<file path="src/rtl/pipe_ctrl_pkg.sv">
// Shared constants for the pipeline hazard/stall controller: state encoding,
// NOP instruction word and hold/flush polarities.
package pipe_ctrl_pkg;

  typedef enum logic [1:0] {
    StRun     = 2'd0,
    StMemWait = 2'd1,
    StMdWait  = 2'd2
  } state_e;

  // addi x0, x0, 0 -- what a flushed pipeline register is loaded with
  localparam logic [31:0] NopInstr = 32'h0000_0013;

  localparam logic Hold   = 1'b1;
  localparam logic Pass   = 1'b0;
  localparam logic FlushN = 1'b0;
  localparam logic KeepN  = 1'b1;

endpackage

</file>
<file path="src/rtl/pipe_ctrl_hazard_detect.sv">
// Load-use hazard comparator: the load in EX writes a register the ID
// instruction reads.
module hazard_detect (
  input  logic       ex_mem_read_i,
  input  logic [4:0] ex_rd_i,
  input  logic [4:0] id_rs1_i,
  input  logic [4:0] id_rs2_i,
  input  logic       id_use_rs1_i,
  input  logic       id_use_rs2_i,
  output logic       hazard_o
);

  assign hazard_o = ex_mem_read_i & (ex_rd_i != 5'd0) &
                    ((id_use_rs1_i & (id_rs1_i == ex_rd_i)) |
                     (id_use_rs2_i & (id_rs2_i == ex_rd_i)));

endmodule

</file>
<file path="src/rtl/pipe_ctrl.sv">
// Pipeline stall/flush controller: memory-wait, mul/div-wait and load-use
// hazards, with a memory timeout abort and a saturating stall counter.
module pipe_ctrl
  import pipe_ctrl_pkg::*;
#(
  parameter int unsigned MEM_TIMEOUT = 255
) (
  input  logic        clk,
  input  logic        rst,
  input  logic [4:0]  id_rs1,
  input  logic [4:0]  id_rs2,
  input  logic        id_use_rs1,
  input  logic        id_use_rs2,
  input  logic [4:0]  ex_rd,
  input  logic        ex_mem_read,
  input  logic        ex_redirect,
  input  logic        ex_md_start,
  input  logic        md_done,
  input  logic        mem_req,
  input  logic        mem_ack,
  output logic        hold_pc,
  output logic        hold_if_id,
  output logic        hold_id_ex,
  output logic        hold_ex_mem,
  output logic        flush_if_id_n,
  output logic        flush_id_ex_n,
  output logic        flush_ex_mem_n,
  output logic        flush_mem_wb_n,
  output logic        mem_timeout,
  output logic [31:0] stall_cnt
);

  localparam logic [7:0] TimeoutCnt = 8'(MEM_TIMEOUT);

  state_e      state_q, state_d;
  logic [7:0]  cnt_q, cnt_d;
  logic        done_seen_q, done_seen_d;
  logic        redir_pend_q, redir_pend_d;
  logic [31:0] stall_cnt_q, stall_cnt_d;
  logic        hazard;
  logic        mstall;
  logic        run_rules;

  hazard_detect u_hazard_detect (
    .ex_mem_read_i (ex_mem_read),
    .ex_rd_i       (ex_rd),
    .id_rs1_i      (id_rs1),
    .id_rs2_i      (id_rs2),
    .id_use_rs1_i  (id_use_rs1),
    .id_use_rs2_i  (id_use_rs2),
    .hazard_o      (hazard)
  );

  assign mstall    = mem_req & ~mem_ack;
  assign stall_cnt = stall_cnt_q;

  always_comb begin
    state_d        = state_q;
    cnt_d          = cnt_q;
    done_seen_d    = done_seen_q;
    redir_pend_d   = redir_pend_q;
    run_rules      = 1'b0;
    hold_pc        = Pass;
    hold_if_id     = Pass;
    hold_id_ex     = Pass;
    hold_ex_mem    = Pass;
    flush_if_id_n  = KeepN;
    flush_id_ex_n  = KeepN;
    flush_ex_mem_n = KeepN;
    flush_mem_wb_n = KeepN;
    mem_timeout    = 1'b0;

    unique case (state_q)
      StRun: run_rules = 1'b1;
      StMemWait: begin
        if (mem_ack) begin
          run_rules = 1'b1;
        end else if (cnt_q == TimeoutCnt) begin
          mem_timeout    = 1'b1;
          flush_if_id_n  = FlushN;
          flush_id_ex_n  = FlushN;
          flush_ex_mem_n = FlushN;
          flush_mem_wb_n = FlushN;
          state_d        = StRun;
        end else begin
          {hold_pc, hold_if_id, hold_id_ex, hold_ex_mem} = {4{Hold}};
          flush_mem_wb_n = FlushN;
          cnt_d          = cnt_q + 8'd1;
        end
      end
      StMdWait: begin
        if (mstall) begin
          {hold_pc, hold_if_id, hold_id_ex, hold_ex_mem} = {4{Hold}};
          flush_mem_wb_n = FlushN;
          // Remember a completion that arrived while MEM was blocked
          if (md_done) done_seen_d = 1'b1;
        end else if (md_done || done_seen_q) begin
          run_rules   = 1'b1;
          done_seen_d = 1'b0;
        end else begin
          {hold_pc, hold_if_id, hold_id_ex} = {3{Hold}};
          flush_ex_mem_n = FlushN;
        end
      end
      default: state_d = StRun;
    endcase

    if (run_rules) begin
      state_d = StRun;
      if (mstall) begin
        {hold_pc, hold_if_id, hold_id_ex, hold_ex_mem} = {4{Hold}};
        flush_mem_wb_n = FlushN;
        state_d        = StMemWait;
        cnt_d          = 8'd0;
      end else if (ex_md_start) begin
        // Redirect is deferred to the MD_WAIT exit cycle
        {hold_pc, hold_if_id, hold_id_ex} = {3{Hold}};
        flush_ex_mem_n = FlushN;
        state_d        = StMdWait;
        redir_pend_d   = redir_pend_q | ex_redirect;
      end else begin
        redir_pend_d = 1'b0;
        if (ex_redirect || redir_pend_q) begin
          flush_if_id_n = FlushN;
          flush_id_ex_n = FlushN;
        end else if (hazard) begin
          hold_pc       = Hold;
          hold_if_id    = Hold;
          flush_id_ex_n = FlushN;
        end
      end
    end

    if (rst) begin
      hold_pc        = Pass;
      hold_if_id     = Pass;
      hold_id_ex     = Pass;
      hold_ex_mem    = Pass;
      flush_if_id_n  = KeepN;
      flush_id_ex_n  = KeepN;
      flush_ex_mem_n = KeepN;
      flush_mem_wb_n = KeepN;
      mem_timeout    = 1'b0;
    end

    stall_cnt_d = stall_cnt_q;
    if (hold_pc && (stall_cnt_q != 32'hFFFF_FFFF)) stall_cnt_d = stall_cnt_q + 32'd1;
  end

  always_ff @(posedge clk or posedge rst) begin
    if (rst) begin
      state_q      <= StRun;
      cnt_q        <= 8'd0;
      done_seen_q  <= 1'b0;
      redir_pend_q <= 1'b0;
      stall_cnt_q  <= 32'd0;
    end else begin
      state_q      <= state_d;
      cnt_q        <= cnt_d;
      done_seen_q  <= done_seen_d;
      redir_pend_q <= redir_pend_d;
      stall_cnt_q  <= stall_cnt_d;
    end
  end

endmodule

</file>
<file path="config.mk">
export PLATFORM = sky130hd
export DESIGN_NAME = pipe_ctrl
export DESIGN_NICKNAME = d
export VERILOG_FILES = /design/src/rtl/pipe_ctrl_pkg.sv /design/src/rtl/pipe_ctrl_hazard_detect.sv /design/src/rtl/pipe_ctrl.sv
export SDC_FILE = /design/constraint.sdc
export NUM_CORES = 1
export LEC_CHECK = 0
export ABC_AREA = 0
export CORE_MARGIN = 2
export CORE_UTILIZATION = 50
export CTS_CLUSTER_DIAMETER = 150
export DETAILED_ROUTE_END_ITERATION = 7
export MAX_ROUTING_LAYER = met4
export PLACE_DENSITY_LB_ADDON = 0.3
export SYNTH_ARGS = -nofsm -noshare
export SYNTH_HDL_FRONTEND = slang
export SYNTH_SLANG_ARGS = --single-unit
</file>
<file path="constraint.sdc">
create_clock -name clk -period 8.1 [get_ports clk]
set_clock_uncertainty 0.1 [all_clocks]
set_input_delay 1.62 -clock clk [delete_from_list [all_inputs] [get_ports clk]]
set_output_delay 1.62 -clock clk [all_outputs]
set_load 0.01 [all_outputs]
</file>
==> insert_results.sql <==
INSERT INTO impl_metrics (metric_group, metric, value, unit) VALUES
('synth', 'synth_fp_nets', '294', ''),
('setup_path', 'rrSetupSlack', '4910', 'ps'),
('cts', 'clock_sink_count', '44', ''),
('hold_path', 'hp-start', 'stall_cnt[30]$_DFFE_PP0P_', ''),
('hold_path', 'timing.hold.worst.class', 'reg2reg', ''),
('finish', 'finish.cell_count_without_fillers', '400', ''),
('cts', 'cts.hold.buffers_added', '0', ''),
('detailed_routing', 'detail_route.wl_per_cell', '14.95', 'um'),
('synth', 'yosys_most_used_dff', 'sky130_fd_sc_hd__dfrtp_1', ''),
('power', 'power_density', '217.4', 'mW/mm2'),
('finish', 'flow.area_growth_from_synthesis', '30.28', '%'),
('global_routing', 'antenna_found_initial', '0', ''),
('timing', 'total_negative_setup_slacks', '0', 'ps'),
('setup_path', 'timing.setup.critical_path_class', 'in2out', ''),
('timing', 'final.min_clock_period', '6266', 'ps'),
('timing', 'max_freq', '159.6', 'MHz'),
('setup_path', 'reg2regPathDepth', '8', ''),
('detailed_routing', 'ant_nets', '0', ''),
('synth', 'async_reset_ff_frac', '1.000', ''),
('floorplan', 'dieHeight', '76.22', 'um'),
('setup_path', 'critPathArrivalTime', '4550', 'ps'),
('cts', 'tritoncts', 'built', ''),
('setup_path', 'worst_r2r_startpoint', 'state_q[0]$_DFFE_PP0P_', ''),
('cts', 'clockRootBuffer', 'sky130_fd_sc_hd__clkbuf_8', ''),
('finish', 'antenna-diode-count', '0', ''),
('detailed_routing', 'detail_route.iter0.violations', '125', ''),
('timing', 'grt_setup_unrepaired', 'false', ''),
('place', 'dpl-instance-area', '0.003301', 'mm2'),
('timing', 'relSlewSlack', '0.4659', ''),
('floorplan', 'number_of_cell_rows', '26', ''),
('synth', 'synth_cells', '263', ''),
('synth', 'synth_area_per_cell', '9.914', 'um2'),
('hold_path', 'hold-path-cell-count', '1', ''),
('cts', 'max-clock-path-buffers', '2', ''),
('finish', 'final.fill_count', '442', ''),
('synth', 'ys_warn_count', '0', ''),
('synth', 'syn_area', '0.002608', 'mm2'),
('detailed_routing', 'wirelength', '5.981', 'mm'),
('timing', 'setup-violations-final', '0', ''),
('flow_run', 'cap_viol_max_count', '0', ''),
('floorplan', 'design.die.area', '0.005809', 'mm2'),
('synth', 'netlist-cell-type-count', '51', ''),
('global_routing', 'grt_overflow_total', '0', ''),
('cts', 'cts_post_setup_buffers_inserted', '0', ''),
('status', 'run_status', 'completed', ''),
('cts', 'cts.clk_slew.worst_paths', '80', 'ps'),
('power', 'total_leakage_power', '0.001478', 'uW'),
('floorplan', 'die-width', '76.22', 'um'),
('detailed_routing', 'detail_route.drc_violations', '0', ''),
('cts', 'ctsResizeCount', '0', ''),
('floorplan', 'start_util', '0.5138', ''),
('power', 'power.ir.vdd_worst', '0.1622', 'mV'),
('synth', 'synth_seq_cells', '44', ''),
('place', 'io_buffers', '65', ''),
('timing', 'holdWs', '395.5', 'ps'),
('global_routing', 'grt_pass1_wl', '10.05', 'mm'),
('finish', 'finalNetCount', '360', ''),
('finish', 'layout.core_utilization', '0.6694', ''),
('timing', 'finalHoldViolations', '0', ''),
('synth', 'ys_seq_area_frac', '0.4223', ''),
('detailed_routing', 'vias_per_cell', '5.465', ''),
('detailed_routing', 'drt_first_pass_iters', '4', ''),
('timing', 'min_period_over_period', '0.7736', ''),
('floorplan', 'pin_count', '66', ''),
('global_routing', 'first_global_vias', '2093', ''),
('setup_path', 'required', '6380', 'ps'),
('cts', 'clock_insertion_delay_worst_skew', '300', 'ps'),
('finish', 'drive_gt1_frac', '0.07879', ''),
('global_routing', 'grt_use_total', '0.2184', ''),
('place', 'place_congestion', '0.8660', ''),
('setup_path', 'cp-startpoint', 'mem_ack', ''),
('finish', 'post_route_cell_area', '0.003397', 'mm2'),
('timing', 'finalMaxSlewViolations', '0', ''),
('floorplan', 'floorplan.core_area', '0.005075', 'mm2'),
('place', 'dp_cells', '392', ''),
('cts', 'numCtsBuffers', '5', ''),
('synth', 'synth-edff-count', '0', ''),
('setup_path', 'critical_path_fanout_max', '12', ''),
('timing', 'worst_pin_slew', '796.3', 'ps'),
('setup_path', 'crit_path_end_kind', 'output port', ''),
('place', 'dp_hpwl', '4.407', 'mm'),
('setup_path', 'setup.worst_path.start_class', 'primary input', ''),
('cts', 'clock_tree.htree_level_count', '2', ''),
('detailed_routing', 'vias', '2186', ''),
('global_routing', 'grt_max_degree', '27', '');
==> cells by family after synthesis <==
family	after synthesis	share of synthesized area
and+or+nand+nor	116	0.2495
xor gates and xnor gates	46	0.1545
DFF	44	0.4223
AOI/OAI and AO/OA	32	0.1008
buffers and inverters	17	0.03455
adders and majority gates	6	0.02879
muxes	2	0.009595
==> worst max-delay path, cell delays in order <==
cell and delay, ps:
sky130_fd_sc_hd__clkdlybuf4s50_1 560, sky130_fd_sc_hd__a21oi_1 120, sky130_fd_sc_hd__a2111oi_1 720, sky130_fd_sc_hd__nand2_1 260, sky130_fd_sc_hd__nor2_2 580, sky130_fd_sc_hd__nor3_1 170, sky130_fd_sc_hd__clkdlybuf4s50_1 520
==> through the flow <==
step | setup slack (ps) | total power [uW]
2_1_floorplan | 2931 | 481.7
3_3_place_gp | 1939 | 586.5
3_5_place_dp | 1858 | 592.2
4_1_cts | 1841 | 741.6
5_1_grt | 1497 | 787.4
6_report | 1834 | 738.6
==> per-layer routing <==
metal,up-vias,GRT usage,part of all wire
met5,-,-,0
met4,0,0.06909,0.014
met3,10,0.04739,0.050
met2,66,0.3381,0.46
met1,1059,0.2895,0.48
li1,1051,-,-
==> power by group <==
| part | switching [uW] | internal [uW] | total [uW] |
|---|---|---|---|
| Combinational | 160 | 145 | 304 |
| Sequential | 38.4 | 250 | 289 |
| Clock | 75.9 | 69.8 | 146 |
==> synthesized netlist by cell type, types with 2 or more instances <==
master,number,area (um2)
sky130_fd_sc_hd__nand4_1,10,62.56
sky130_fd_sc_hd__xor2_1,35,306.5
sky130_fd_sc_hd__a21oi_1,7,35.03
sky130_fd_sc_hd__ha_1,6,75.07
sky130_fd_sc_hd__xnor2_1,11,96.34
sky130_fd_sc_hd__nor3_1,14,70.07
sky130_fd_sc_hd__a31oi_1,2,12.51
sky130_fd_sc_hd__nand3_1,12,60.06
sky130_fd_sc_hd__and2_1,2,12.51
sky130_fd_sc_hd__and3_1,3,18.77
sky130_fd_sc_hd__o21ai_2,2,17.52
sky130_fd_sc_hd__nand2_1,18,67.56
sky130_fd_sc_hd__dfrtp_1,44,1101
sky130_fd_sc_hd__o21ai_0,7,35.03
sky130_fd_sc_hd__clkbuf_1,2,7.510
sky130_fd_sc_hd__nor2_1,32,120.1
sky130_fd_sc_hd__o21a_1,2,15.01
sky130_fd_sc_hd__buf_4,3,22.52
sky130_fd_sc_hd__nor3_2,2,20.02
sky130_fd_sc_hd__and4_1,2,17.52
sky130_fd_sc_hd__buf_6,2,22.52
sky130_fd_sc_hd__a21o_1,2,15.01
sky130_fd_sc_hd__nand2b_1,2,12.51
sky130_fd_sc_hd__inv_1,10,37.54
sky130_fd_sc_hd__nor4_1,5,31.28
==> worst paths after layout <==
path                                                  end
worst max-delay path                           hold_if_id
min in group asynchronous        stall_cnt[7]$_DFFE_PP0P_
max in group asynchronous       stall_cnt[28]$_DFFE_PP0P_
worst max register to register  stall_cnt[29]$_DFFE_PP0P_
worst min register to register  stall_cnt[30]$_DFFE_PP0P_
worst min-delay path            stall_cnt[30]$_DFFE_PP0P_
==> state kept, by name (all words and copies together), names as in the netlist <==
signal	flops
done_seen_q	1
cnt_q	8
state_q	2
redir_pend_q	1
stall_cnt	32
==> cells in the final DEF, fill, tap and decap left out, drive strengths merged, types with 7 or more instances in the layout <==
cell type and n:
inv 10, nand3 12, xor2 35, nand2 18, clkdlybuf4s50 65, xnor2 11, a21oi 7, nor4 7
o21ai 9, nor3 16, dfrtp 44, nand4 11, nor2 33
==> final cells by class <==
class	instances	area (um2)	area share
Tap cell	70	87.58	0.02578
Sequential cell	44	1101	0.3241
Multi-Input combinational cell	202	1416	0.4169
Clock buffer	6	82.58	0.02431
Clock inverter	2	13.76	0.004052
Inverter	10	37.54	0.01105
Timing Repair Buffer	66	658.1	0.1937
(Power assumes the default switching activity.)
